$ cat config.mk
export PLATFORM = sky130hd
export DESIGN_NAME = zero_detect_pipe
export DESIGN_NICKNAME = d
export VERILOG_FILES = /design/src/rtl/zero_detect_pipe.sv
export SDC_FILE = /design/constraint.sdc
export NUM_CORES = 1
export LEC_CHECK = 0
export ABC_AREA = 1
export CAP_MARGIN = 20
export CELL_PAD_IN_SITES_DETAIL_PLACEMENT = 0
export CELL_PAD_IN_SITES_GLOBAL_PLACEMENT = 1
export CORE_AREA = 2 2 108 110
export DETAILED_ROUTE_END_ITERATION = 12
export DIE_AREA = 0 0 110 112
export PLACE_DENSITY = 0.73
export SYNTH_ARGS = -nofsm -noshare
export SYNTH_HDL_FRONTEND = slang
export SYNTH_SLANG_ARGS = --single-unit
$ cat constraint.sdc
create_clock -name clk -period 1.02 [get_ports clk]
set_input_delay 0.204 -clock clk [delete_from_list [all_inputs] [get_ports clk]]
set_output_delay 0.204 -clock clk [all_outputs]
set_load 0.05 [all_outputs]
$ cat src/rtl/zero_detect_pipe.sv
// Pipelined masked all-zero / all-ones detector with valid/ready handshake at both ends.
// Optional statistics counter enabled by defining ZERO_DETECT_STATS_EN.
module zero_detect_pipe #(
    parameter int WIDTH  = 32,
    parameter int STAGES = 2,
    parameter int TAG_W  = 4,
    parameter int CNT_W  = 16
) (
    input  logic             clk,
    input  logic             rst,
    input  logic             in_valid,
    output logic             in_ready,
    input  logic [WIDTH-1:0] in_data,
    input  logic [WIDTH-1:0] in_mask,
    input  logic [TAG_W-1:0] in_tag,
    output logic             out_valid,
    input  logic             out_ready,
    output logic             out_zero,
    output logic             out_ones,
    output logic [TAG_W-1:0] out_tag,
    input  logic             stat_clr,
    output logic [CNT_W-1:0] stat_zero_cnt
);

    localparam int L     = (WIDTH > 1) ? $clog2(WIDTH) : 0;
    localparam int P     = 1 << L;
    localparam int LPS   = (STAGES > 1) ? (L + STAGES - 2) / (STAGES - 1) : L;
    localparam int NVA   = (STAGES > 1) ? STAGES - 1 : 1;
    localparam int LASTV = (STAGES > 1) ? STAGES - 2 : 0;

    // Applying extra levels to an already-reduced vector is harmless: the padding
    // bits stay at the identity value of the operator.
    function automatic logic [P-1:0] tree_or(input logic [P-1:0] v, input int levels);
        logic [P-1:0] t;
        t = v;
        for (int l = 0; l < levels; l++) begin
            if (P > 1) begin
                for (int i = 0; i < P / 2; i++) t[i] = t[2*i] | t[2*i+1];
                for (int i = P / 2; i < P; i++) t[i] = 1'b0;
            end
        end
        return t;
    endfunction

    function automatic logic [P-1:0] tree_and(input logic [P-1:0] v, input int levels);
        logic [P-1:0] t;
        t = v;
        for (int l = 0; l < levels; l++) begin
            if (P > 1) begin
                for (int i = 0; i < P / 2; i++) t[i] = t[2*i] & t[2*i+1];
                for (int i = P / 2; i < P; i++) t[i] = 1'b1;
            end
        end
        return t;
    endfunction

    logic [STAGES-1:0] v_q, v_d, ready;
    logic [TAG_W-1:0]  tag_q [STAGES];
    logic [TAG_W-1:0]  tag_d [STAGES];
    logic [P-1:0]      or_q  [NVA];
    logic [P-1:0]      or_d  [NVA];
    logic [P-1:0]      and_q [NVA];
    logic [P-1:0]      and_d [NVA];
    logic              zero_q, zero_d, ones_q, ones_d;

    logic [P-1:0]      or_in, and_in, fin_or, fin_and, red_or, red_and;
    logic              fin_v, r;

    always_comb begin
        or_in  = '0;
        and_in = '1;
        or_in[WIDTH-1:0]  = in_data & in_mask;
        and_in[WIDTH-1:0] = in_data | ~in_mask;
    end

    always_comb begin
        ready   = '0;
        r       = out_ready;
        v_d     = v_q;
        tag_d   = tag_q;
        or_d    = or_q;
        and_d   = and_q;
        zero_d  = zero_q;
        ones_d  = ones_q;
        red_or  = '0;
        red_and = '1;

        // Stage k may load when empty or when everything downstream can move.
        for (int k = STAGES - 1; k >= 0; k--) begin
            r        = ~v_q[k] | r;
            ready[k] = r;
        end

        if (ready[0]) v_d[0] = in_valid;
        if (ready[0] & in_valid) tag_d[0] = in_tag;
        for (int k = 1; k < STAGES; k++) begin
            if (ready[k]) v_d[k] = v_q[k-1];
            if (ready[k] & v_q[k-1]) tag_d[k] = tag_q[k-1];
        end

        if (STAGES > 1) begin
            if (ready[0] & in_valid) begin
                or_d[0]  = or_in;
                and_d[0] = and_in;
            end
            for (int k = 1; k < STAGES - 1; k++) begin
                if (ready[k] & v_q[k-1]) begin
                    or_d[k]  = tree_or(or_q[k-1], LPS);
                    and_d[k] = tree_and(and_q[k-1], LPS);
                end
            end
            fin_or  = or_q[LASTV];
            fin_and = and_q[LASTV];
            fin_v   = v_q[LASTV];
        end else begin
            fin_or  = or_in;
            fin_and = and_in;
            fin_v   = in_valid;
        end

        if (ready[STAGES-1] & fin_v) begin
            red_or  = tree_or(fin_or, LPS);
            red_and = tree_and(fin_and, LPS);
            zero_d  = ~red_or[0];
            ones_d  = red_and[0];
        end
    end

    always_ff @(posedge clk) begin
        if (rst) begin
            v_q    <= '0;
            zero_q <= 1'b0;
            ones_q <= 1'b0;
            for (int k = 0; k < STAGES; k++) tag_q[k] <= '0;
            for (int k = 0; k < NVA; k++) begin
                or_q[k]  <= '0;
                and_q[k] <= '0;
            end
        end else begin
            v_q    <= v_d;
            zero_q <= zero_d;
            ones_q <= ones_d;
            tag_q  <= tag_d;
            or_q   <= or_d;
            and_q  <= and_d;
        end
    end

    assign in_ready  = ready[0];
    assign out_valid = v_q[STAGES-1];
    assign out_zero  = zero_q;
    assign out_ones  = ones_q;
    assign out_tag   = tag_q[STAGES-1];

`ifdef ZERO_DETECT_STATS_EN
    logic [CNT_W-1:0] cnt_q, cnt_d;

    // Clear wins over a same-cycle counting transfer; the count saturates.
    always_comb begin
        cnt_d = cnt_q;
        if (stat_clr)
            cnt_d = '0;
        else if (out_valid & out_ready & zero_q & ~&cnt_q)
            cnt_d = cnt_q + CNT_W'(1);
    end

    always_ff @(posedge clk) begin
        if (rst) cnt_q <= '0;
        else     cnt_q <= cnt_d;
    end

    assign stat_zero_cnt = cnt_q;
`else
    logic unused_stat_clr;
    assign unused_stat_clr = stat_clr;
    assign stat_zero_cnt   = '0;
`endif

endmodule

---- Word-level counts from Yosys, hierarchy flattened ----
Index checks and enable logic that the tools add are counted.
storage, ports and cells
  register bits ........................... 76
  bits in read-only memories .............. 0
  input port bits ......................... 73
  output and inout port bits .............. 24
  memory bits (writable) .................. 0
  word-level logic and storage cells ...... 143
  memories kept ........................... 0
  bits in latches ......................... 0
operators by class
  bitwise logic cells ..................... 126
  order comparisons ....................... 0
  divide/modulo/power cells ............... 0
  multiplexer cells ....................... 9
  $mul .................................... 0
  add/subtract/negate cells ............... 0
  shift operators ......................... 0
  reduce and logical (&&, ||, !) cells .... 0
  equal/unequal tests ..................... 0
operators with widths
  cell            number
  $mux 32         7
  $or 1x1->1      67
  $and 1x1->1     53
  $and 32x32->32  1
  $not 32->32     1
  $or 32x32->32   1
  $not 1->1       3
  $mux 2          1
  $mux 1          1

---- Logic depth before layout (Yosys ltp) ----
Gate-level depths: netlist of the first run.
  depth after elaboration ................. 13
  mapped depth ............................ 8
  depth with buffers taken out ............ 8

---- Worst setup path after synthesis of the first run ----
No wires, ideal clock.
  kind .................................... register -> register
  from .................................... register v_q[1]
  to ...................................... register or_q, in the netlist fin_or[26]
  data arrival time ....................... 1.703 ns
  library setup time ...................... 0.079 ns
  period minus slack after synthesis ...... 1.782 ns
  stages on the path, launching flop included .. 7
  path slack .............................. -0.762 ns
  data required time ...................... 0.941 ns
  buffers on the path ..................... 2
  cell sequence ........................... dfxtp_1 -> nand3_2 -> nand2_2 -> buf_6 -> buf_6 -> a21oi_1 -> a211oi_2
between the ends
  word-level cells in the longest chain between the ends .. 4
ends and longest elaborated chain
  what                      RTL line  source
  from (decl)               57        logic [STAGES-1:0] v_q, v_d, ready;
  from (signal assigned)    140       v_q <= v_d;
  $not 1->1                 90        r = ~v_q[k] | r;
  $or 1x1->1 (2 in series)  90
  named net in_ready        12        output logic in_ready,
  $and 1x1->1               102       if (ready[0] & in_valid) begin
  to (signal assigned)      144       or_q <= or_d;
  to (decl)                 60        logic [P-1:0] or_q [NVA];
The timed path passes the listed nets, and every way through them passes these cells.
A chain may end at the register's enable or synchronous reset.

---- Worst setup path after layout of the first run ----
  from .................................... register v_q[0]
  to ...................................... output in_ready
between the ends
  word-level cells in the longest chain between the ends .. 2
ends and longest elaborated chain
  what        RTL line
  $not 1->1   90
  $or 1x1->1  90
  to (decl)   12
No other way between the ends.

==> flow_summary.json, run 1 <==
{
  "ir_drop_mv": 0.667,
  "crit_chain": "nand3_4 -> buf_6 -> buf_12",
  "stdcell_count": 654,
  "antennaDiodeCount": 0,
  "ant_nets": 0,
  "status": "finished, violations left",
  "hpwl_mm": 5.72,
  "failed_checks": "negative setup slack",
  "setup_viol": 81,
  "antenna_found_initial": 0,
  "crit_family": "flip-flops",
  "ios": 97,
  "skew_ns": 0.00459,
  "drv_slew": 0,
  "path_max_fanout": 2,
  "fmax_mhz": 780,
  "ys_ff_latch": 76,
  "grt_pass1_wl_mm": 13.8,
  "synth-xor-area-share": 0,
  "die_width_um": 110,
  "fillers": 1030,
  "cp-end-kind": "output pin",
  "grt_pass1_vias": 2859,
  "clock_sinks": 76,
  "path_class": "reg2out",
  "muxShareOfSynthArea": 0,
  "dp_cells": 619,
  "wire_per_inst_um": 14.3,
  "place.gp.congestion": 0.742,
  "crit_buf_inv": 2,
  "synth_top_family_by_area": "simple AND/OR/NAND/NOR gates",
  "power_density_nw_per_um2": 1450,
  "fin_setup_tns_ns": -11.34,
  "worstPathArrival_ns": 1.08,
  "grt_max_degree": 49,
  "wl_mm": 9.37,
  "fin_ws_ns": -0.263,
  "clockBufferDepth": 2,
  "power.leakage_nw": 2.05,
  "clock-root-buffer": "clkbuf_16",
  "dieArea_um2": 12300,
  "drive_gt1_frac": 0.405,
  "cts_tree": "built",
  "cts-htree-levels": 3,
  "most-common-layout-cells": "clkdlybuf4s50_1 (69), dfxtp_1 (68), nand2_1 (59), nor2_1 (35), nor3_2 (25)",
  "synth_cells": 406,
  "synth_adder_area_share": 0,
  "yosysUniqueCellTypes": 21,
  "clk_latency_ns": 0.33,
  "cp.required_ns": 0.82,
  "portBuffers": 79,
  "min_period_ns": 1.28,
  "drcViolationCount": 0,
  "synth_ff_type": "dfxtp_1",
  "hold_path.class": "in2reg",
  "async_reset_ff_frac": 0,
  "start_kind": "flip-flop",
  "via_count": 3002,
  "synthToLayoutAreaGrowth_pct": 66.5,
  "critPathMaxStageDelay_ns": 0.35,
  "start_util": 0.306,
  "finalNetCount": 579,
  "drt_first_pass_iters": 4,
  "cap_violations": 0,
  "syn_area_um2": 3410,
  "ys_seq_area_frac": 0.446,
  "synthSimpleGateAreaFrac": 0.376,
  "rows": 39,
  "die_y_um": 112,
  "cp_slowest_cell": "dfxtp_2",
  "rsz0062_at_grt": "yes",
  "hold_viol": 0,
  "grt_overflow": 0,
  "via_per_inst": 4.59,
  "synth_compound_area_frac": 0.0777,
  "clk_pin_slew_worst_paths_ns": 0.06,
  "postSynthAreaPerCell_um2": 8.41,
  "final_common_cell": "clkdlybuf4s50_1",
  "core_um2": 11200,
  "cts-buffers-inserted": 9,
  "drtIter0Drc": 72,
  "grt_usage": 0.147,
  "fin_crit_sh": 1.26,
  "ys_warn_count": 0,
  "synth-edff-count": 0
}
## registers in the layout (all words and copies together), names as in the netlist
signal    cells
and_q        32
fin_or       32
out_tag       4
tag_q         4
v_q           2
out_ones      1
out_zero      1
## synth_stat cells (2+ instances only)
cell type,number,area [µm²]
a211oi_2,4,50.1
a21oi_1,43,215
buf_2,7,35.0
buf_4,22,165
buf_6,8,90.1
clkbuf_1,4,15.0
dfxtp_1,76,1520
inv_1,7,26.3
nand2_1,69,259
nand3_1,32,160
nand4_1,2,12.5
nor2_1,63,236
nor3_1,12,60.1
nor3_2,20,200
nor3b_1,12,90.1
nor3b_2,20,250
## worst register-to-register path: cells and delay by family (launching register included)
family / cells / cell delay, ns
compound gates: 1 / 0.16
buf+inv: 3 / 0.38
flops: 1 / 0.33
simple gates: 3 / 0.29
## timing repair
action,CTS,global route
gates resized for setup,19,107
hold buffers,0,0
cloned,6,3
buffers inserted,0,11
pin swaps,2,11
setup endpoints to repair,84,84
## final cells by class
| class | count | area, µm² | area share |
|---|---|---|---|
| Clock buffer | 12 | 246 | 0.0433 |
| Sequential cell | 76 | 1540 | 0.270 |
| Inverter | 8 | 48.8 | 0.00858 |
| Multi-Input combinational cell | 295 | 2120 | 0.373 |
| Timing Repair Buffer | 116 | 1480 | 0.261 |
| Tap cell | 143 | 179 | 0.0315 |
| Clock inverter | 4 | 72.6 | 0.0128 |
## layer usage
layer  up-vias  routed length [µm]  track usage
met4         0                 166       0.0726
met5         -                   0            0
met2        67                4650        0.232
met1      1392                4200        0.192
li1       1533                   -            -
met3        10                 348       0.0234
## power by group
part	internal [mW]	switching, mW	leakage [nW]
Combinational	0.799	0.771	1.26
Clock	2.21	1.20	0.153
Sequential	3.14	0.115	0.631
## final timing paths
path | start | end | slack [ns] | depth (start not counted)
setup / recovery | v_q[0] | in_ready | -0.26 | 3
hold / removal | rst | fin_or[17] | 0.33 | 3
setup reg to reg | v_q[0] | fin_or[2] | -0.23 | 7
hold reg to reg | tag_q[6] | out_tag[2] | 0.45 | 2
## cells by family after synthesis
kind of cell           count (synthesis)
buffers and inverters                 50
other                                  1
AOI/OAI and AO/OA                     47
DFF                                   76
and+or+nand+nor                      232
## per-stage QoR
| stage | cell area, µm² | total power, mW | utilization | hold WS, ns | setup slack (ns) |
|---|---|---|---|---|---|
| detailed placement | 4510 | 4.49 | 0.403 | 0.453 | -0.600 |
| global placement | 4510 | 4.47 | 0.403 | 0.448 | -0.585 |
| CTS | 5070 | 8.02 | 0.453 | 0.328 | -0.249 |
| floorplan | 3570 | 4.02 | - | 0.348 | -0.293 |
| finish | 5690 | 8.23 | 0.509 | 0.329 | -0.263 |
| global route | 5690 | 8.59 | 0.509 | 0.337 | -0.306 |
Power figures use the tool's default switching activity.
==> run 2, diff against run 1 <==
--- a/config.mk
+++ b/config.mk
@@ -14,3 +14,3 @@
 export DIE_AREA = 0 0 110 112
-export PLACE_DENSITY = 0.73
+export PLACE_DENSITY_LB_ADDON = 0.1
 export SYNTH_ARGS = -nofsm -noshare
--- a/constraint.sdc
+++ b/constraint.sdc
@@ -3,2 +3,2 @@
 set_output_delay 0.204 -clock clk [all_outputs]
-set_load 0.05 [all_outputs]
+set_load 0.02 [all_outputs]
==> run 2 against run 1 <==
The flow still finishes with violations (negative setup slack). Core utilization fell by 5.3 points. Design area fell by 10%. First-iteration DRC count grew 44%. Combinational power is 24% lower. Register-to-register slack improved by 0.08 ns. Power shrank 5.3%. Sequential power is essentially flat. Clock-buffer cell count decreased by 1. Worst setup slack gained 0.11 ns. Global-route usage decreased by 0.051 points. Critical path type unchanged. Largest cell class unchanged.
==> flow_summary.json, run 2 (synthesis results as in run 1) <==
{
  "drcViolationCount": 0,
  "worstPathArrival_ns": 0.97,
  "finalNetCount": 566,
  "start_util": 0.306,
  "cp_slowest_cell": "dfxtp_2",
  "drtIter0Drc": 104,
  "portBuffers": 79,
  "fin_ws_ns": -0.149,
  "status": "finished, violations left",
  "skew_ns": 0.00422,
  "drt_first_pass_iters": 4,
  "grt_pass1_wl_mm": 13.9,
  "hold_viol": 0,
  "die_y_um": 112,
  "power_mw": 7.79,
  "clock_sinks": 76,
  "rows": 39,
  "hold_path.class": "in2reg",
  "setup_viol": 76,
  "crit_chain": "nand3_4 -> buf_4",
  "antenna_found_initial": 0,
  "path_class": "reg2out",
  "start_kind": "flip-flop",
  "wl_mm": 8.62,
  "cts-htree-levels": 3,
  "core_um2": 11200,
  "clock-root-buffer": "clkbuf_16",
  "ir_drop_mv": 0.852,
  "cts_tree": "built",
  "min_period_ns": 1.17,
  "drive_gt1_frac": 0.327,
  "ios": 97,
  "place.gp.congestion": 0.697,
  "power_density_nw_per_um2": 1530,
  "drv_slew": 0,
  "final_common_cell": "clkdlybuf4s50_1",
  "grt_usage": 0.146,
  "grt_pass1_vias": 2820,
  "power.leakage_nw": 1.84,
  "cap_violations": 0,
  "synthToLayoutAreaGrowth_pct": 49.3,
  "fin_crit_sh": 1.15,
  "hpwl_mm": 5.67,
  "via_count": 2916,
  "cts-buffers-inserted": 9,
  "fin_setup_tns_ns": -8.27,
  "rsz0062_at_grt": "yes",
  "critPathMaxStageDelay_ns": 0.35,
  "wire_per_inst_um": 13.5,
  "grt_overflow": 0,
  "antennaDiodeCount": 0,
  "cp.required_ns": 0.82,
  "die_width_um": 110,
  "most-common-layout-cells": "clkdlybuf4s50_1 (68), nand2_1 (67), dfxtp_1 (67), nor2_1 (43), a21oi_1 (32)",
  "cts_hold_buffers": 0,
  "cp-end-kind": "output pin",
  "clockBufferDepth": 2,
  "grt_max_degree": 31,
  "place_ws_ns": -0.613,
  "clk_latency_ns": 0.33,
  "path_max_fanout": 3,
  "via_per_inst": 4.55,
  "ant_nets": 0,
  "fmax_mhz": 855,
  "dieArea_um2": 12300,
  "failed_checks": "negative setup slack",
  "clk_pin_slew_worst_paths_ns": 0.06
}
==> run 2: what timing repair did <==
| action | in CTS | in global routing |
|---|---|---|
| pin swaps | 2 | 3 |
| resized for setup | 93 | 32 |
| setup buffers | 1 | 4 |
| setup endpoints to repair | 81 | 79 |
| cloned | 3 | 0 |
==> run 2: power breakdown <==
group          switching [mW]  internal [mW]  total [mW]
Sequential             0.0957           3.14        3.24
Combinational           0.575          0.630        1.20
Clock                    1.24           2.11        3.35
Total                    1.91           5.88        7.79
==> run 2: area by class of cell <==
cell class | instances | area, µm²
clock buffers | 11 | 264
clock inverters | 5 | 57.6
fillers | 1140 | 6080
inverters | 8 | 42.5
multi-input cells | 295 | 1860
flip-flops and latches | 76 | 1540
well taps | 143 | 179
repair buffers | 103 | 1160
==> run 2: final timing paths <==
| path | start | end | slack (ns) | cells after the start |
|---|---|---|---|---|
| hold / removal | rst | fin_or[14] | 0.33 | 3 |
| hold reg to reg | tag_q[4] | out_tag[0] | 0.45 | 2 |
| setup reg to reg | v_q[0] | and_q[23] | -0.15 | 6 |
| setup / recovery | v_q[0] | in_ready | -0.15 | 2 |
==> run 2: routing by layer <==
layer	GRT usage	vias to the layer above	wire, µm
met2	0.230	67	4110
met5	0	-	0
met4	0.0557	0	90
li1	-	1494	-
met3	0.0293	7	406
met1	0.196	1348	4020
==> run 2: critical path: cells and delay by family, from the launching register on <==
kind,cells,cell delay [ns]
buffers and inverters,1,0.18
DFF,1,0.35
and+or+nand+nor,1,0.11
==> run 2: metrics by stage <==
step	util	cells	hold slack [ns]	cell area, µm²
finish	0.456	641	0.325	5100
detailed placement	0.393	617	0.451	4400
global placement	0.393	617	0.449	4400
global route	0.456	641	0.345	5100
floorplan	-	421	0.348	3540
CTS	0.443	637	0.326	4950
==> patch (flow settings as in run 1) <==
Set the parameter `CNT_W` to 12 (it was 16).
--- a/src/rtl/zero_detect_pipe.sv
+++ b/src/rtl/zero_detect_pipe.sv
@@ -4,7 +4,7 @@
     parameter int WIDTH  = 32,
     parameter int STAGES = 2,
     parameter int TAG_W  = 4,
-    parameter int CNT_W  = 16
+    parameter int CNT_W  = 12
 ) (
     input  logic             clk,
     input  logic             rst,
Ports: changed (resized stat_zero_cnt); port bits go from 97 to 93. The function was not compared with the original's and may differ.
==> patch against run 1 <==
The flow still finishes with violations (setup timing); sequential cell count unchanged; die area did not move; area after synthesis down 0.88%; worst setup slack improved by 13 ps; power rose by 4.0%; non-clock buffer count up 1; clock power grew 9.1%; sequential power barely moved; core utilization increased by 1.3 points; global-route usage fell by 0.41 points; design area up 2.6%; worst hold slack got worse by 21 ps; routed wire length increased by 3.5%; via count rose by 1.8%; critical path type unchanged; largest cell class unchanged; largest power group unchanged.
==> patch: results (changes against run 1) <==
[placed_design]
gp_congestion=0.7273  ; was 0.7423
dpl.hpwl_um=5680  ; was 5715 um
place_inst=609  ; was 619

[drt]
drt-initial-drc-count=102  ; was 72
wl_um=9699  ; was 9372 um
viasPerCell=4.703  ; was 4.590

[worst_hold_path]
min_to=v_q[1]  ; was fin_or[17]
worstHoldStart=out_ready  ; was rst
worstHoldPathCells=4  ; was 3
hp-class=in2reg  ; unchanged

[sta]
whs_ps=307.7  ; was 328.8 ps
fin_ws_ps=-249.5  ; was -262.7 ps
setup_viol=81  ; unchanged

[setup_path]
timing.rr.end=and_q[31]  ; was fin_or[2]
critPathMaxStageDelay_ps=350  ; about the same
rr_startpoint=v_q[1]  ; was v_q[0]

[finish]
n_fill_cell=991  ; was 1030
stdcell_count=650  ; was 654
drive_above_1_share_pct=47.34  ; was 40.51%
fin_nets=576  ; was 579

[global_routing]
met1_usage_pct=18.18  ; was 19.22%
grt_max_degree=41  ; was 49
antenna_found_initial=0  ; unchanged
grt_use_met2_pct=23.07  ; was 23.19%
grt_use_total_pct=14.27  ; was 14.68%
grt_pass1_vias=2907  ; was 2859
met3_usage_pct=2.693  ; was 2.342%
grt_pass1_wl_um=13730  ; was 13810 um

[run_status]
outcome=finished, violations left  ; unchanged
violations=setup timing  ; unchanged

[logic_synthesis]
synthTopCellsByArea=dfxtp_1, nand2_1, nor3b_2, nor2_1, a21oi_1  ; unchanged
seq_area_frac_synth_pct=44.95  ; was 44.56%
yosys_warnings=0  ; unchanged

[pwr]
ir_drop_v=0.0009124  ; was 0.0006668 V
p_leak_uw=0.002153  ; was 0.002048 uW
intPower_uw=6473  ; was 6144 uW

[clock_network]
clockBufferDepth=2  ; unchanged

[patch: cell types whose count changed after synthesis, sizes merged]
cell,before,now
buf,38,34
[patch: area by class of cell]
cell class,count,share of cell area (%)
clock inverters,4,1.629
clock buffers,11,4.352
repair buffers,117,25.94
well taps,143,3.065
multi-input cells,291,37.64
inverters,8,0.7717
flip-flops and latches,76,26.60
[patch: routing by layer]
| layer | up-vias | wire (um) |
|---|---|---|
| met5 | - | 0 |
| met4 | 0 | 156 |
| met3 | 13 | 440 |
| met2 | 79 | 4658 |
| met1 | 1437 | 4443 |
| li1 | 1528 | - |
[patch: worst max-delay path by stage]
stage               slack (ps)    endpoint  depth (start not counted)  startpoint
global placement          -510  fin_or[28]                          8   out_ready
global route              -280    in_ready                          3      v_q[1]
detailed placement        -550   fin_or[0]                          8   out_ready
finish                    -250    in_ready                          3      v_q[1]
floorplan                 -290  fin_or[26]                          6      v_q[1]
CTS                       -230    in_ready                          3      v_q[0]
[patch: logic make-up (layout without fill, tap and decap cells)]
logic type | Yosys count | in the layout | share of synthesized area, %
AO/OA/AOI/OAI | 47 | 47 | 7.838
buffers and inverters | 46 | 140 | 9.131
flip-flops | 76 | 76 | 44.95
other | 1 | 12 | 0.1108
AND/OR/NAND/NOR | 232 | 232 | 37.97
[patch: worst register-to-register path: stages, from the launching register on]
cell      delay [ps]
dfxtp_4          350
nand3_4          110
nand2_8          140
clkinv_8         110
buf_12           150
buf_16           150
nor2_2            90
nor3_2            50
[patch: stage by stage]
step	utilization [%]	cell area (um^2)	power, uW	setup slack [ps]	setup TNS [ps]
5_1_grt	52.23	5837	8878	-279.0	-14520
4_1_cts	44.41	4962	8236	-226.2	-11130
3_3_place_gp	39.81	4448	4416	-506.9	-35510
6_report	52.23	5837	8559	-249.5	-10990
3_5_place_dp	39.81	4448	4435	-548.0	-36390
2_1_floorplan	-	3521	3981	-293.3	-18790
[patch: power by group through the flow]
| stage | registers, uW | clock network (uW) | logic (uW) |
|---|---|---|---|
| after floorplan | 3290 | 0 | 693 |
| after global routing | 3280 | 3910 | 1690 |
| final | 3260 | 3720 | 1580 |
| after global placement | 3290 | 0 | 1120 |
| after CTS | 3230 | 3780 | 1220 |
| after detailed placement | 3300 | 0 | 1140 |
[patch: repair_timing]
item	4_1_cts	5_1_grt
setup buffers	3	12
resized for setup	19	151
pin swaps	2	37
hold endpoints to repair	0	0
setup endpoints to repair	84	84
gates cloned	3	11
